## src/rtl/i2c_master_burst.sv

```systemverilog
// i2c_master_burst: register-addressed I2C master moving 1..NBYTES bytes per transaction.
// Optional slave clock stretching is enabled by defining I2C_CLK_STRETCH_EN.
module i2c_master_burst #(
    parameter int NBYTES  = 2,
    parameter int CNT_W   = $clog2(NBYTES + 1),
    parameter int CLK_DIV = 250
) (
    input  logic                clk,
    input  logic                rst_n,
    input  logic                en,
    input  logic                rw,
    input  logic [6:0]          addr,
    input  logic [7:0]          reg_addr,
    input  logic [8*NBYTES-1:0] data,
    input  logic [CNT_W-1:0]    nbytes,
    output logic                busy,
    output logic                done,
    output logic                err,
    output logic [8*NBYTES-1:0] data_o,
    input  logic                sda_i,
    output logic                sda_oe,
    input  logic                scl_i,
    output logic                scl_oe,
    output logic [4:0]          state_o
);

    localparam int QW = $clog2(CLK_DIV);
    localparam logic [QW-1:0] QLAST = QW'(CLK_DIV - 1);

    typedef enum logic [4:0] {
        IDLE   = 5'd0,
        START  = 5'd1,
        ADDR_W = 5'd2,
        ACK1   = 5'd9,
        REG    = 5'd10,
        ACK2   = 5'd11,
        WDATA  = 5'd12,
        WACK   = 5'd13,
        RSTART = 5'd14,
        ADDR_R = 5'd15,
        ACK3   = 5'd19,
        RDATA  = 5'd20,
        MACK   = 5'd21,
        STOP   = 5'd30
    } state_t;

    state_t              state;
    state_t              state_n;
    logic [QW-1:0]       qcnt;
    logic [1:0]          q;
    logic [2:0]          bcnt;
    logic [CNT_W-1:0]    bidx;
    logic [CNT_W-1:0]    n_q;
    logic [7:0]          shreg;
    logic [6:0]          addr_q;
    logic [7:0]          reg_q;
    logic [8*NBYTES-1:0] data_q;
    logic                rw_q;
    logic                smp;
    logic                hold;
    logic                tick;
    logic                bit_end;
    logic                stop_end;
    logic                byte_end;
    logic                last;
    logic                scl_low;
    logic                byte_state;

`ifdef I2C_CLK_STRETCH_EN
    // Freeze the quarter counter while a slave holds SCL low after release.
    assign hold = (q == 2'd1) && !scl_oe && !scl_i;
`else
    logic scl_unused;
    assign scl_unused = scl_i;
    assign hold = 1'b0;
`endif

    assign busy     = (state != IDLE);
    assign state_o  = state;
    assign tick     = busy && (qcnt == QLAST) && !hold;
    assign bit_end  = tick && (q == 2'd3);
    assign stop_end = tick && (q == 2'd2) && (state == STOP);
    assign byte_end = (bcnt == 3'd7);
    assign last     = (bidx == n_q - CNT_W'(1));
    assign scl_low  = (q == 2'd0) || (q == 2'd3);

    assign byte_state = (state == ADDR_W) || (state == REG) ||
                        (state == WDATA) || (state == ADDR_R) ||
                        (state == RDATA);

    function automatic logic [7:0] pick(
        input logic [8*NBYTES-1:0] d,
        input logic [CNT_W-1:0]    k
    );
        pick = 8'h00;
        for (int i = 0; i < NBYTES; i++) begin
            if (k == CNT_W'(i)) pick = d[8*(NBYTES-i)-1 -: 8];
        end
    endfunction

    always_ff @(posedge clk or negedge rst_n) begin
        if (!rst_n) state <= IDLE;
        else        state <= state_n;
    end

    always_comb begin
        state_n = state;
        unique case (state)
            IDLE:    if (en) state_n = START;
            START:   if (bit_end) state_n = ADDR_W;
            ADDR_W:  if (bit_end && byte_end) state_n = ACK1;
            ACK1:    if (bit_end) state_n = smp ? STOP : REG;
            REG:     if (bit_end && byte_end) state_n = ACK2;
            ACK2: begin
                if (bit_end) begin
                    if (smp)       state_n = STOP;
                    else if (rw_q) state_n = RSTART;
                    else           state_n = WDATA;
                end
            end
            WDATA:   if (bit_end && byte_end) state_n = WACK;
            WACK:    if (bit_end) state_n = (smp || last) ? STOP : WDATA;
            RSTART:  if (bit_end) state_n = ADDR_R;
            ADDR_R:  if (bit_end && byte_end) state_n = ACK3;
            ACK3:    if (bit_end) state_n = smp ? STOP : RDATA;
            RDATA:   if (bit_end && byte_end) state_n = MACK;
            MACK:    if (bit_end) state_n = last ? STOP : RDATA;
            STOP:    if (stop_end) state_n = IDLE;
            default: state_n = IDLE;
        endcase
    end

    always_comb begin
        scl_oe = 1'b0;
        sda_oe = 1'b0;
        unique case (state)
            START: begin
                scl_oe = (q == 2'd3);
                sda_oe = (q != 2'd0);
            end
            ADDR_W, REG, WDATA, ADDR_R: begin
                scl_oe = scl_low;
                sda_oe = !shreg[7];
            end
            ACK1, ACK2, ACK3, WACK, RDATA: scl_oe = scl_low;
            MACK: begin
                scl_oe = scl_low;
                sda_oe = !last;
            end
            RSTART: begin
                scl_oe = scl_low;
                sda_oe = q[1];
            end
            STOP: begin
                scl_oe = (q == 2'd0);
                sda_oe = !q[1];
            end
            default: ;
        endcase
    end

    always_ff @(posedge clk or negedge rst_n) begin
        if (!rst_n) begin
            qcnt   <= '0;
            q      <= 2'd0;
            bcnt   <= 3'd0;
            bidx   <= '0;
            n_q    <= '0;
            shreg  <= 8'h00;
            addr_q <= 7'h00;
            reg_q  <= 8'h00;
            data_q <= '0;
            rw_q   <= 1'b0;
            smp    <= 1'b0;
            done   <= 1'b0;
            err    <= 1'b0;
            data_o <= '0;
        end else begin
            done <= 1'b0;
            if (state == IDLE) begin
                qcnt <= '0;
                q    <= 2'd0;
                bcnt <= 3'd0;
                if (en) begin
                    addr_q <= addr;
                    reg_q  <= reg_addr;
                    data_q <= data;
                    rw_q   <= rw;
                    err    <= 1'b0;
                    data_o <= '0;
                    bidx   <= '0;
                    if (nbytes == '0)
                        n_q <= CNT_W'(1);
                    else if (nbytes > CNT_W'(NBYTES))
                        n_q <= CNT_W'(NBYTES);
                    else
                        n_q <= nbytes;
                end
            end else begin
                if (tick) begin
                    qcnt <= '0;
                    q    <= stop_end ? 2'd0 : q + 2'd1;
                end else if (!hold) begin
                    qcnt <= qcnt + QW'(1);
                end
                if (tick && q == 2'd2) begin
                    smp <= sda_i;
                    if (state == RDATA) shreg <= {shreg[6:0], sda_i};
                end
                if (stop_end) done <= 1'b1;
                if (bit_end) begin
                    bcnt <= byte_state ? bcnt + 3'd1 : 3'd0;
                    // Slave ACK slots sampled high abort to STOP.
                    if ((state == ACK1 || state == ACK2 ||
                         state == ACK3 || state == WACK) && smp)
                        err <= 1'b1;
                    unique case (state)
                        START:  shreg <= {addr_q, 1'b0};
                        ADDR_W, REG, WDATA, ADDR_R:
                                shreg <= {shreg[6:0], 1'b0};
                        ACK1:   shreg <= reg_q;
                        ACK2: begin
                            shreg <= pick(data_q, '0);
                            bidx  <= '0;
                        end
                        WACK: begin
                            shreg <= pick(data_q, bidx + CNT_W'(1));
                            bidx  <= bidx + CNT_W'(1);
                        end
                        RSTART: shreg <= {addr_q, 1'b1};
                        ACK3:   bidx <= '0;
                        MACK: begin
                            for (int i = 0; i < NBYTES; i++) begin
                                if (bidx == CNT_W'(i))
                                    data_o[8*(NBYTES-i)-1 -: 8] <= shreg;
                            end
                            bidx <= bidx + CNT_W'(1);
                        end
                        default: ;
                    endcase
                end
            end
        end
    end

endmodule
```

## config.mk

```make
export PLATFORM = sky130hd
export DESIGN_NAME = i2c_master_burst
export DESIGN_NICKNAME = d
export VERILOG_FILES = /design/src/rtl/i2c_master_burst.sv
export SDC_FILE = /design/constraint.sdc
export NUM_CORES = 1
export LEC_CHECK = 0
export CAP_MARGIN = 20
export CELL_PAD_IN_SITES_DETAIL_PLACEMENT = 0
export CELL_PAD_IN_SITES_GLOBAL_PLACEMENT = 1
export CORE_MARGIN = 3
export CORE_UTILIZATION = 40
export DETAILED_ROUTE_END_ITERATION = 8
export HOLD_SLACK_MARGIN = 0.05
export PLACE_DENSITY_LB_ADDON = 0.25
export SYNTH_ARGS = -nofsm -noshare
export SYNTH_HDL_FRONTEND = slang
export SYNTH_SLANG_ARGS = --single-unit
```

## constraint.sdc

```tcl
create_clock -name clk -period 5.2 [get_ports clk]
set_clock_uncertainty 0.15 [all_clocks]
set_input_delay 0.78 -clock clk [delete_from_list [all_inputs] [get_ports clk]]
set_output_delay 0.78 -clock clk [all_outputs]
set_load 0.05 [all_outputs]
```

# Word level (Yosys, flattened, before mapping)
# Cells that the tools add are included.
[totals]
output_inout_bits = 26
in_bits = 39
regBits = 81
[classes]
bitwise = 1
n_mux = 55
n_eq_ne = 34
n_lt_le_gt_ge = 1
n_addsub = 5
reduce_logical = 43
[ops]
columns = ["operator", "count"]
rows = [
  ["2-to-1 mux 5 bit", 17],
  ["2-to-1 mux 8 bit", 9],
  ["one-hot mux 5 bit (14 select lines)", 1],
  ["2-to-1 mux 16 bit", 4],
  ["one-hot mux 8 bit (6 select lines)", 1],
  ["equality test 5 x 4 -> 1 bit, second input constant", 7],
  ["equality test 5 bit, second input constant", 4],
  ["2-to-1 mux 2 bit", 9],
  ["inequality test 2 bit, second input constant", 9],
  ["AND reduction 14 bit", 1],
  ["nonzero test 2 bit", 7],
  ["OR reduction 11 bit", 1],
  ["inequality test 2 x 1 -> 1 bit, second input constant", 5],
  ["logical OR 1 bit", 9],
  ["2-to-1 mux 3 bit", 3],
  ["adder 8 x 1 -> 8 bit, second input constant", 1],
  ["equality test 8 bit, second input constant", 1],
  ["zero test 2 bit", 4],
  ["2-to-1 mux 4 bit", 2],
  ["AND reduction 4 bit", 2],
  ["logical AND 1 bit", 6],
  ["2-to-1 mux 1 bit", 6],
  ["AND reduction 3 bit", 2],
  ["equality test 5 x 1 -> 1 bit, second input constant", 1],
  ["other kinds (20)", 27],
]

# Depth between registers and ports, before layout
# Gate-level depths: netlist of run 1.
[depth]
word_depth = 8
depth_mapped = 8
ltp_nobuf = 7

# Least setup slack after synthesis of run 1
# OpenSTA, ideal clock, no wires.
[synth_path]
path_kind = "reg-to-output"
startpoint = "reg state[0] (netlist: state_o[0])"
endpoint = "out scl_oe"
slack_ns = 1.395
n_path_buf = 3
arrival_ns = 2.875
stages_incl_launch_ff = 8
required_time_ns = 4.270
cell_sequence = "dfrtp_1 -> buf_2 -> clkbuf_1 -> buf_1 -> nand2_1 -> o21ai_0 -> a211oi_1 -> o21ai_0"
[synth_between]
elab_chain_len = 3
[synth_rtl]
columns = ["element", "line_no", "source"]
rows = [
  ["start: declaration", "47", "state_t state;"],
  ["start signal: assignment", "103", "else state <= state_n;"],
  ["equality test 5 x 2 -> 1 bit (tied with other cells)", "136", "unique case (state)"],
  ["OR reduction 11 bit (no line)", "--", ""],
  ["one-hot mux 1 bit (3 select lines) *", "136", ""],
  ["end: declaration", "23", "output logic scl_oe,"],
]
# Mark *: on every way between the ends. The rest lies on a longest branch, timed or not.

# Final worst setup path of run 1
[layout_path]
startpoint = "reg state[0] (netlist: state_o[0])"
endpoint = "out sda_oe"
[layout_between]
elab_chain_len = 3
[layout_rtl]
columns = ["element", "line_no", "source"]
rows = [
  ["equality test 5 x 2 -> 1 bit / equality test 5 x 4 -> 1 bit (equally long branches)", "136", ""],
  ["OR reduction 4 bit", "136", ""],
  ["one-hot mux 1 bit (5 select lines) *", "136", ""],
  ["end: declaration", "21", "output logic sda_oe,"],
]
# Marked as above.

==> results by group, run 1 <==
Status
  – Status: finished clean

STA
  – Rel. slew slack: 38.5%
  – Measured slew at the worst slew-check pin: 910 ps
  – # setup viols final: 0
  – Fin crit period: 4350 ps
  – Final hold viol count: 0
  – Achievable Freq: 230 MHz
  – RSZ-0062 raised after global routing: no
  – Max-slew violation count: 0
  – Hold slack: 214 ps
  – Final setup TNS: 0 ps
  – Tcrit/Tclk final: 83.7%

Cells and area
  – Area Overhead vs Synth: 21.5%
  – Nets: 596
  – Diode count: 0
  – Fill cells: 1052
  – Design Area, Final: 5390 um2
  – Share of layout cells above drive strength 1: 7.79%
  – Final core utilization: 51.0%

CTS
  – Cts-stage hold buffer count: 0
  – H-tree Lvls: 3
  – Sink Count: 81
  – Post-CTS Setup Inserts: 0
  – Maximum clock insertion buffer count: 2
  – Clock root buffer: clkbuf_8
  – Reg clk slew, reported paths: 90 ps
  – Insertion delay to the later sink of the worst-skew pair: 360 ps
  – CTS tree: built
  – Number of CTS-inserted buffers: 9
  – Post-cts resize count: 0

Routing
  – Detailed Routing Iterations Pass 1: 5
  – Via count: 3694
  – DRC Markers: 0
  – Post-DR vias/cell: 5.37
  – Final WL: 11000 um
  – Antenna Nets Post-Route: 0
  – Routed wire length per instance: 16.0 um
  – 1st-iter DRT viols: 396

Floorplan
  – Row cnt: 37
  – Die ar.: 12400 um2
  – Initial core utilization: 42.0%
  – Die height: 111 um
  – Die Wd: 111 um
  – I/O pin total: 65
  – Core Box Area: 10600 um2

Setup path
  – Reg2reg end: data_o[8]
  – Highest net fanout along the worst path: 31
  – Critical Path AT: 3420 ps
  – Worst path required time: 4270 ps
  – Worst reg2reg path startpoint: state_o[0]
  – Crit path capture type: primary output
  – R2r setup slk: 2080 ps
  – Worst r2r path cells: 5
  – Crit Path Class: flip-flop to primary output
  – Crit start category: flip-flop

Pwr
  – Clk pwr share: 42.5%
  – Psw: 0.000265 W
  – PD cells: 222 nW/um2
  – Internal power: 0.000931 W
  – Peak supply drop: 0.135 mV
  – Switching Share: 22.2%
  – Seq pwr share: 53.0%
  – Pleak: 2.58 nW
  – Total chip power: 0.00120 W
  – Comb power frac: 4.5%

Yosys
  – Register area share after synthesis: 45.7%
  – Yosys warns: 0
  – Synth area leader: dfrtp_1
  – Main synth FF type: dfrtp_1
  – Yosys reg bits: 81
  – Synth Area per Inst: 8.99 um2
  – Gate Count Post-Synth: 493
  – Synth unique cells: 62
  – Top-area cell type share of the netlist area: 45.7%
  – Post-Syn Area: 4430 um2
  – Post-synth ARST share: 100%
  – Most common cell in the netlist: nand2_1
  – Synth cell count leaders: nand2_1 (125), dfrtp_1 (81), nor2_1 (36), inv_1 (30)
  – Mapped Nets: 542
  – Synth area leaders: dfrtp_1 (46%), nand2_1 (11%), mux2i_1 (3.6%), nor2_1 (3.0%), ha_1 (2.8%)
  – Number of synthesized flops with an enable pin: 0

Global route
  – Vias in the first global route: 3656
  – Global-route wire length before repair: 18400 um
  – Grt ovf: 0
  – Largest net degree at the start of global routing: 82
  – Initial antenna violation count: 0
  – Total track usage: 18.3%

Placed design
  – Detailed Place HPWL: 7880 um
  – PortBufs: 62
  – DP Area: 5140 um2
  – Placer's final routability congestion estimate: 0.803

Job
  – Max-cap violations: 0

Worst hold path
  – Tightest Hold Check Type: primary input to async pin
## placed cells by master, fill, tap and decap left out, types with 6 or more instances in the layout
cell type        netlist  layout
mux2i_1               16      16
nand3_1               11      11
dfrtp_1               81      81
mux2_2                 7       7
inv_1                 30      30
a21oi_1               12      12
ha_1                  10      10
clkbuf_8               0       9
o21ai_0               16      16
nand2_1              125     125
nor2_1                36      36
clkdlybuf4s50_1        0      61
o22ai_1                6       6
nor2b_1                6       6
a211oi_1              10      10
xnor2_1                6       6
## registers in the layout, indices dropped and copies added, names as in the netlist, 2 cells and up
signal,flops
bcnt,3
addr_q,7
data_o,16
bidx,2
q,2
data_q,16
state_o,5
n_q,2
shreg,8
reg_q,8
qcnt,8
## how the worst max path moves through the flow
stage | slack (ps) | from | to
6_report | 850 | state_o[0] | sda_oe
3_3_place_gp | 1260 | state_o[0] | sda_oe
5_1_grt | 560 | state_o[0] | sda_oe
4_1_cts | 820 | state_o[0] | sda_oe
3_5_place_dp | 1210 | state_o[0] | sda_oe
2_1_floorplan | 1400 | state_o[0] | scl_oe
## routing by layer
layer / track usage (%) / part of all wire, %
met5: 0 / 0
met4: 6.08 / 1.5
met3: 2.51 / 4.7
met2: 29.2 / 46
met1: 25.7 / 48
## per-stage QoR
| step | cells | worst slack (ps) |
|---|---|---|
| 2_1_floorplan | 493 | 1400 |
| 3_3_place_gp | 671 | 1260 |
| 3_5_place_dp | 671 | 1210 |
| 4_1_cts | 687 | 823 |
| 5_1_grt | 688 | 564 |
| 6_report | 688 | 848 |
## worst max-delay path, cell delays in order (launching register included)
cell	delay [ps]
dfrtp_1	950
xnor2_1	260
a31oi_1	210
nor2_1	470
inv_1	80
o221ai_1	250
clkdlybuf4s50_1	850
## area by class of cell
cell class | instances | area [um2] | share of cell area, %
clock buffers | 9 | 124 | 2.30
clock inverters | 7 | 95.1 | 1.77
inverters | 30 | 113 | 2.09
multi-input cells | 358 | 2180 | 40.5
flip-flops and latches | 81 | 2030 | 37.6
well taps | 136 | 170 | 3.16
repair buffers | 67 | 676 | 12.5
## power groups by stage
stage / Clock, W / Combinational [W] / Sequential (W)
after floorplan: 0 / 0.0000105 / 0.000645
after detailed placement: 0 / 0.0000523 / 0.000646
after CTS: 0.000522 / 0.0000525 / 0.000634
final: 0.000508 / 0.0000539 / 0.000634
after global placement: 0 / 0.0000518 / 0.000646
after global routing: 0.000549 / 0.0000597 / 0.000634
## kinds of logic after synthesis
family | synth area share [%]
DFF | 45.7
xor gates and xnor gates | 1.58
adders and majority gates | 2.82
AOI/OAI and AO/OA | 15.0
and+or+nand+nor | 23.7
buffers and inverters | 5.05
muxes | 6.07
(Power assumes the default switching activity.)
==> run 2: changes to the inputs <==
clock period = 4.4 ns   (was 5.2 ns; I/O delays follow)
==> results by group, run 2 (synthesis gave the netlist of run 1 again) <==
Routing
  – Routed wire length per instance: 16.1 um
  – Detailed Routing Iterations Pass 1: 5
  – 1st-iter DRT viols: 315
  – Antenna Nets Post-Route: 0
  – Post-DR vias/cell: 5.46
  – DRC Markers: 0
  – Via count: 3768
  – Final WL: 11100 um

STA
  – Achievable Freq: 256 MHz
  – Rel. slew slack: 40.9%
  – Measured slew at the worst slew-check pin: 875 ps
  – Fin crit period: 3910 ps
  – RSZ-0062 raised after global routing: no
  – # setup viols final: 0
  – Final setup TNS: 0 ps
  – Final hold viol count: 0
  – Max-slew violation count: 0
  – Final WS setup: 489 ps
  – Tcrit/Tclk final: 88.9%

Cells and area
  – Area Overhead vs Synth: 21.8%
  – Multi-input logic area: 2180 um2
  – Most frequent cells in the layout: nand2_1 (125), dfrtp_1 (81), clkdlybuf4s50_1 (61)
  – Share of layout cells above drive strength 1: 7.94%
  – Nets: 599
  – Most common cell after layout, fill and taps aside: nand2_1
  – Reg area: 2030 um2
  – Diode count: 0
  – Largest regs: data_o: 16 flops, data_q: 16 flops
  – Fill cells: 1058

Global route
  – Total track usage: 18.2%
  – Grt ovf: 0
  – Vias in the first global route: 3688
  – Global-route wire length before repair: 18600 um
  – Initial antenna violation count: 0
  – Largest net degree at the start of global routing: 82

Status
  – Status: finished clean

Floorplan
  – Die ar.: 12400 um2
  – Die Wd: 111 um
  – Initial core utilization: 42.0%
  – Core Box Area: 10600 um2
  – Row cnt: 37
  – I/O pin total: 65
  – Die height: 111 um

CTS
  – Cts-stage hold buffer count: 0
  – Number of CTS-inserted buffers: 9
  – Post-cts resize count: 0
  – CTS tree: built
  – Maximum clock insertion buffer count: 2
  – H-tree Lvls: 3
  – Insertion delay to the later sink of the worst-skew pair: 340 ps
  – Clock root buffer: clkbuf_8
  – Reg clk slew, reported paths: 80 ps
  – Sink Count: 81
  – Post-CTS Setup Inserts: 0

Placed design
  – PortBufs: 62
  – Pre-CTS WS: 869 ps
  – Placer's final routability congestion estimate: 0.808
  – Detailed Place HPWL: 8080 um

Pwr
  – Internal power: 0.00110 W
  – Clk pwr share: 41.8%
  – Switching Share: 21.4%
  – Comb power frac: 4.6%
  – Seq pwr share: 53.6%
  – Pleak: 2.59 nW
  – Peak supply drop: 0.146 mV
  – Psw: 0.000299 W
  – PD cells: 259 nW/um2

Setup path
  – Crit start category: flip-flop
  – Crit Path Class: flip-flop to primary output
  – Critical Path AT: 3100 ps
  – Crit path capture type: primary output
  – Worst path required time: 3590 ps
  – Highest net fanout along the worst path: 27

Worst hold path
  – Tightest Hold Check Type: primary input to async pin

Job
  – Max-cap violations: 0
run 2: cell type report:
type	count	area share [%]
flip-flops and latches	81	37.5
clock inverters	5	1.51
well taps	136	3.15
multi-input cells	358	40.4
clock buffers	10	2.36
inverters	30	2.09
repair buffers	70	12.9
run 2: per-stage QoR:
step	cell area [um2]	hold WS [ps]	total power (W)	util, %	std cells
2_1_floorplan	4430	214	0.000775	-	493
3_3_place_gp	5160	308	0.000826	48.9	674
3_5_place_dp	5160	315	0.000826	48.9	674
4_1_cts	5370	335	0.00141	50.9	689
5_1_grt	5400	144	0.00145	51.1	690
6_report	5400	113	0.00140	51.1	690
run 2: critical path, cell delays in order, from the launching register on:
cell and delay [ps]:
dfrtp_1 700, or4b_2 800, nor3b_1 220, a31oi_1 60, o21ai_0 130, clkdlybuf4s50_1 850
run 2: power by group through the flow:
stage                     registers [W]  clock network (W)   logic, W
final                          0.000749           0.000584  0.0000644
after global routing           0.000750           0.000625  0.0000710
after CTS                      0.000749           0.000597  0.0000627
after detailed placement       0.000764                  0  0.0000625
after global placement         0.000764                  0  0.0000616
after floorplan                0.000763                  0  0.0000125
run 2: worst paths after layout:
| check | startpoint | endpoint | slack (ps) | depth (start not counted) |
|---|---|---|---|---|
| setup / recovery | state_o[1] | scl_oe | 490 | 5 |
| hold / removal | rst_n | data_o[12] | 110 | 1 |
| setup reg to reg | state_o[1] | data_o[0] | 1390 | 5 |
| hold reg to reg | reg_q[3] | reg_q[3] | 330 | 2 |
| max in group asynchronous | rst_n | addr_q[4] | 3410 | 2 |
| min in group clk | reg_q[3] | reg_q[3] | 330 | 2 |
run 2: layer usage:
metal  GRT usage [%]  share of wire (%)
met5               0                  0
met3            2.62                4.3
met1            26.3                 48
met4            4.54                1.3
met2            29.0                 46
